**config.mk**
```make
export PLATFORM = sky130hd
export DESIGN_NAME = bpm_threshold_pipe
export DESIGN_NICKNAME = d
export VERILOG_FILES = /design/src/rtl/bpm_threshold_pipe.sv
export SDC_FILE = /design/constraint.sdc
export NUM_CORES = 1
export LEC_CHECK = 0
export BUFFER_PORTS_ARGS = -buffer_cell sky130_fd_sc_hd__buf_4
export CORE_ASPECT_RATIO = 0.7
export CORE_MARGIN = 5
export CORE_UTILIZATION = 55
export CTS_CLUSTER_DIAMETER = 150
export DETAILED_ROUTE_END_ITERATION = 12
export MAX_ROUTING_LAYER = met4
export PLACE_DENSITY = 0.8
export SYNTH_ARGS = -nofsm -noshare
export SYNTH_HDL_FRONTEND = slang
export SYNTH_SLANG_ARGS = --single-unit
```
**constraint.sdc**
```tcl
create_clock -name clk -period 22 [get_ports clk]
set_input_delay 4.4 -clock clk [delete_from_list [all_inputs] [get_ports clk]]
set_output_delay 4.4 -clock clk [all_outputs]
set_load 0.005 [all_outputs]
```
**src/rtl/bpm_threshold_pipe.sv**
```systemverilog
// BPM-driven per-channel pixel thresholding with a single output register.
// Threshold slews toward a BPM-derived target once per frame, at sop.
module bpm_threshold_pipe #(
  parameter int BITS      = 8,
  parameter int CHANNELS  = 3,
  parameter int MAX_BPM   = 200,
  parameter int STEP_SIZE = (256*256)/MAX_BPM,
  parameter int SLEW      = 16,
  parameter int CNT_W     = 20
) (
  input  logic                          clk,
  input  logic                          reset,
  input  logic [BITS*CHANNELS-1:0]      pix_in,
  input  logic                          sop_in,
  input  logic                          eop_in,
  input  logic                          valid_in,
  output logic                          ready_out,
  input  logic [$clog2(MAX_BPM+1)-1:0]  bpm_in,
  input  logic [1:0]                    mode,
  output logic [BITS*CHANNELS-1:0]      pix_out,
  output logic                          sop_out,
  output logic                          eop_out,
  output logic                          valid_out,
  input  logic                          ready_in,
  output logic [BITS-1:0]               threshold,
  output logic [CNT_W-1:0]              zeroed_count
);

  localparam int PW = BITS*CHANNELS;
  localparam logic [BITS-1:0]  PIX_MAX = '1;
  localparam logic [BITS-1:0]  SLEW_V  = BITS'(SLEW);
  localparam logic [CNT_W-1:0] CNT_MAX = '1;

  logic [63:0]      prod;
  logic [63:0]      scaled;
  logic [BITS-1:0]  target;
  logic [BITS-1:0]  gap;
  logic [BITS-1:0]  thr_q;
  logic [BITS-1:0]  thr_nx;
  logic [BITS-1:0]  thr_eff;
  logic [1:0]       mode_q;
  logic [1:0]       mode_eff;
  logic [PW-1:0]    pix_proc;
  logic [CNT_W-1:0] cnt_q;
  logic [CNT_W-1:0] cnt_base;
  logic [CNT_W-1:0] cnt_nx;
  logic             accept;
  logic             hit_zero;

  assign ready_out = !valid_out || ready_in;
  assign accept    = valid_in && ready_out;
  assign threshold = thr_q;

  // Full-width product so large BPM values saturate instead of wrapping.
  assign prod   = 64'(STEP_SIZE) * 64'(bpm_in);
  assign scaled = prod >> 8;
  assign target = (scaled > 64'(PIX_MAX)) ? PIX_MAX : scaled[BITS-1:0];

  // Slew-limited step of the threshold toward the target.
  always_comb begin
    thr_nx = thr_q;
    gap    = '0;
    if (target > thr_q) begin
      gap    = target - thr_q;
      thr_nx = thr_q + ((gap > SLEW_V) ? SLEW_V : gap);
    end else begin
      gap    = thr_q - target;
      thr_nx = thr_q - ((gap > SLEW_V) ? SLEW_V : gap);
    end
  end

  // The sop beat already sees the freshly updated threshold and mode.
  assign thr_eff  = sop_in ? thr_nx : thr_q;
  assign mode_eff = sop_in ? mode : mode_q;

  function automatic logic [BITS-1:0] apply_mode(
    input logic [BITS-1:0] c,
    input logic [1:0]      m,
    input logic [BITS-1:0] t
  );
    logic [BITS-1:0] r;
    r = c;
    unique case (1'b1)
      (m == 2'd1): r = (c <= t) ? '0 : c;
      (m == 2'd2): r = (c > t) ? PIX_MAX : '0;
      default:     r = c;
    endcase
    return r;
  endfunction

  // Per-channel thresholding of the incoming pixel.
  always_comb begin
    pix_proc = '0;
    for (int i = 0; i < CHANNELS; i++) begin
      pix_proc[i*BITS +: BITS] =
        apply_mode(pix_in[i*BITS +: BITS], mode_eff, thr_eff);
    end
  end

  // Zeroed-pixel count: restart at sop, saturate at the top.
  always_comb begin
    hit_zero = (mode_eff != 2'd0) && (pix_proc == '0);
    cnt_base = sop_in ? '0 : cnt_q;
    cnt_nx   = cnt_base;
    if (hit_zero && (cnt_base != CNT_MAX)) cnt_nx = cnt_base + 1'b1;
  end

  // Output register: the only pipeline stage.
  always_ff @(posedge clk) begin
    if (reset) begin
      valid_out <= 1'b0;
      sop_out   <= 1'b0;
      eop_out   <= 1'b0;
      pix_out   <= '0;
    end else if (ready_out) begin
      valid_out <= valid_in;
      if (valid_in) begin
        pix_out <= pix_proc;
        sop_out <= sop_in;
        eop_out <= eop_in;
      end
    end
  end

  // Frame state: threshold, latched mode, running and reported counts.
  always_ff @(posedge clk) begin
    if (reset) begin
      thr_q        <= '0;
      mode_q       <= 2'd0;
      cnt_q        <= '0;
      zeroed_count <= '0;
    end else if (accept) begin
      if (sop_in) begin
        thr_q  <= thr_nx;
        mode_q <= mode;
      end
      cnt_q <= cnt_nx;
      if (eop_in) zeroed_count <= cnt_nx;
    end
  end

endmodule

```
==> flow_metrics.env <==
export IMPL_pwr_density_cell_mw_per_mm2=121
export IMPL_setup_violations=0
export IMPL_clkLatencyLatePin_ns=0.34
export IMPL_ir_drop_uv=110
export IMPL_initial_core_util_pct=56.4
export IMPL_arrival_ns=16.09
export IMPL_cts_tree="done"
export IMPL_holdWs_ns=0.467
export IMPL_synth_area_per_cell_um2=7.72
export IMPL_routed_via_density=6.01
export IMPL_numCtsBuffers=9
export IMPL_gp_congestion=0.906
export IMPL_h_tree_depth=3
export IMPL_post_synth_top_count_cell="nor2_1"
export IMPL_cp_required_ns=22.25
export IMPL_synth_xor_area_share_pct=2.62
export IMPL_synth_compound_area_share_pct=24.2
export IMPL_drcViolationCount=0
export IMPL_p_leak_nw=3.37
export IMPL_synth_fa_ha_area_share_pct=20.6
export IMPL_cap_violations=0
export IMPL_post_dp_cell_area_mm2=0.00778
export IMPL_antenna_found_initial=0
export IMPL_final_util_pct=64.9
export IMPL_synth_top_family_by_area="simple AND/OR/NAND/NOR gates"
export IMPL_track_usage_pct=25.1
export IMPL_status="complete, no violations"
export IMPL_drt_iter0_drc=529
export IMPL_ys_warn_count=0
export IMPL_synth_ff_type="dfxtp_1"
export IMPL_dieArea_mm2=0.0152
export IMPL_period_needed_ns=15.84
export IMPL_cts_resized=0
export IMPL_overflow=0
export IMPL_clk_path_buf_depth=2
export IMPL_ys_ff_latch=77
export IMPL_post_drt_wl_per_cell_um=16.7
export IMPL_slowest_stage="nor3_2"
export IMPL_synth_edff_count=0
export IMPL_hold_violations=0
export IMPL_io_pins=96
export IMPL_num_rows=34
export IMPL_dieWidth_um=145
export IMPL_synthesis_nets=1053
export IMPL_worstMarginPinSlew_ns=1.11
export IMPL_synth_area_leaders="dfxtp_1 (22%), ha_1 (16%), nor2_1 (6.6%)"
export IMPL_final_antenna_net_count=0
export IMPL_antenna_cells=0
export IMPL_hpwlAfterDp_um=14200
export IMPL_fin_tns_setup_ns=0
export IMPL_seq_area_frac_synth_pct=21.9
export IMPL_vias=6837
export IMPL_criticalPathCategory="in2reg"
export IMPL_post_route_period_util_pct=72.0
export IMPL_cp_start_kind="primary input"
export IMPL_port_buffers=95
export IMPL_path_clk_slew_ns=0.06
export IMPL_finClkSkew_ns=0.00595
export IMPL_hold_buffers=0
export IMPL_grt_max_degree=82
export IMPL_synth_common_cells="nor2_1 (123), ha_1 (90), nand2_1 (78)"
export IMPL_synth_cells=911
export IMPL_ys_async_sr_fraction_pct=0
export IMPL_grt_pass1_vias=6255
export IMPL_muxShareOfSynthArea_pct=0.996
export IMPL_core_area_mm2=0.0125
export IMPL_grt_pass1_wl_um=31400
export IMPL_rsz0062_at_grt="no"
export IMPL_crit_path_max_fanout=18
export IMPL_dr_pass1_iters=5
export IMPL_clock_fmax_ghz=0.0631
export IMPL_synth_top_area_share_pct=21.9
export IMPL_fin_area_mm2=0.00809
export IMPL_cts_sinks=77
export IMPL_slew_viol_final=0
export IMPL_cts_root_buf="clkbuf_16"
export IMPL_syn_area_mm2=0.00703
export IMPL_synth_cell_types=77
export IMPL_yosysTopAreaCell="dfxtp_1"
export IMPL_wl_um=19000
export IMPL_p_total_w=0.000981
export IMPL_min_path_type="reg2reg"
export IMPL_drive_gt1_share_pct=15.3
export IMPL_cts_setup_buffers=0
export IMPL_slew_headroom_pct=25.6
export IMPL_cpPeakStageDelay_ns=0.94
export IMPL_fp_dieH_um=105
export IMPL_area_growth_pct=15.0
export IMPL_critPathCaptureType="register"
export IMPL_nNetsFinal=1113
export IMPL_cp_common_cell="o21ai_0"
export IMPL_synthSimpleGateAreaFrac_pct=24.6
[power by group]
part	leakage (nW)	switching [W]	internal [W]
Sequential	0.629	0.0000129	0.000152
Combinational	2.59	0.000388	0.000272
Clock	0.151	0.0000639	0.0000920
Total	3.37	0.000465	0.000516
[routing by layer]
metal | vias to the layer above | track usage [%] | part of all wire, %
met5 | - | - | 0
met4 | 0 | 4.53 | 1.1
met3 | 26 | 5.84 | 6.9
met2 | 221 | 35.8 | 42
met1 | 3166 | 36.6 | 50
li1 | 3424 | - | -
[path summary, 6_finish.rpt]
kind	startpoint	endpoint	slack (ns)	cells after the start
worst min register to register	pix_out[7]	pix_out[7]	0.47	2
worst min-delay path	pix_out[7]	pix_out[7]	0.47	2
worst max-delay path	bpm_in[5]	zeroed_count[11]	6.16	46
worst max register to register	threshold[1]	zeroed_count[11]	14.00	31
[cell usage in the layout (no fill, tap or decap), types with 6 or more instances in the layout]
cell       synthesis  routed
a31oi_1           11      11
xnor2_1           12      12
o211ai_1           9       9
nor3_1            22      22
a211oi_1          23      23
o21ai_0           42      42
dfxtp_1           77      77
a311oi_1          13      13
nor4_1             8       7
a21oi_1           71      71
inv_1             40      40
nand3_1           29      29
clkbuf_16          0       9
a21o_1             7       7
nand4_1            7       7
fa_1              12      12
or2_2             12      12
o21a_1            11      11
nand2_1           78      78
or4_1              6       6
a211o_1            8       8
and2_1             6       6
and3_1             6       6
mux2i_1            7       7
nor2b_1           17      17
or3_1             10      10
nand2b_1          16      16
ha_1              90      90
nor2_1           123     123
buf_4              1      99
xor2_1             9       9
[state kept, by name (all words and copies together) (netlist names)]
| register | cells |
|---|---|
| pix_out | 24 |
| cnt_q | 20 |
| zeroed_count | 20 |
| threshold | 8 |
| mode_q | 2 |
| eop_out | 1 |
| sop_out | 1 |
| valid_out | 1 |
[critical path: cells and delay by family]
family          cells  cell delay [ns]
xor+xnor            2             0.93
compound gates     19             4.07
buf+inv             2             0.22
mux                 1             0.32
fa+ha+maj          10             3.62
simple gates       12             2.50
[final cells by class]
class                      instances  area (um^2)
fill                            1116         4380
clock inverter                     6         71.3
inverter                          40          150
timing repair buffer              99          743
tap                              162          203
sequential                        77         1540
multi-input combinational        744         5140
clock buffer                      10          239
[through the flow]
stage | worst slack [ns] | instances
after floorplan | 7.43 | 911
after global placement | 6.38 | 1122
after detailed placement | 5.98 | 1122
after CTS | 6.26 | 1138
after global routing | 5.20 | 1138
final | 6.16 | 1138
[cells by family (layout without fill, tap and decap cells)]
logic type	after synthesis	after routing
fa+ha+maj	110	110
xor+xnor	21	21
flops	77	77
compound gates	250	250
mux	7	7
buf+inv	90	155
simple gates	356	356
No activity file was read; power rests on OpenSTA's default activity.
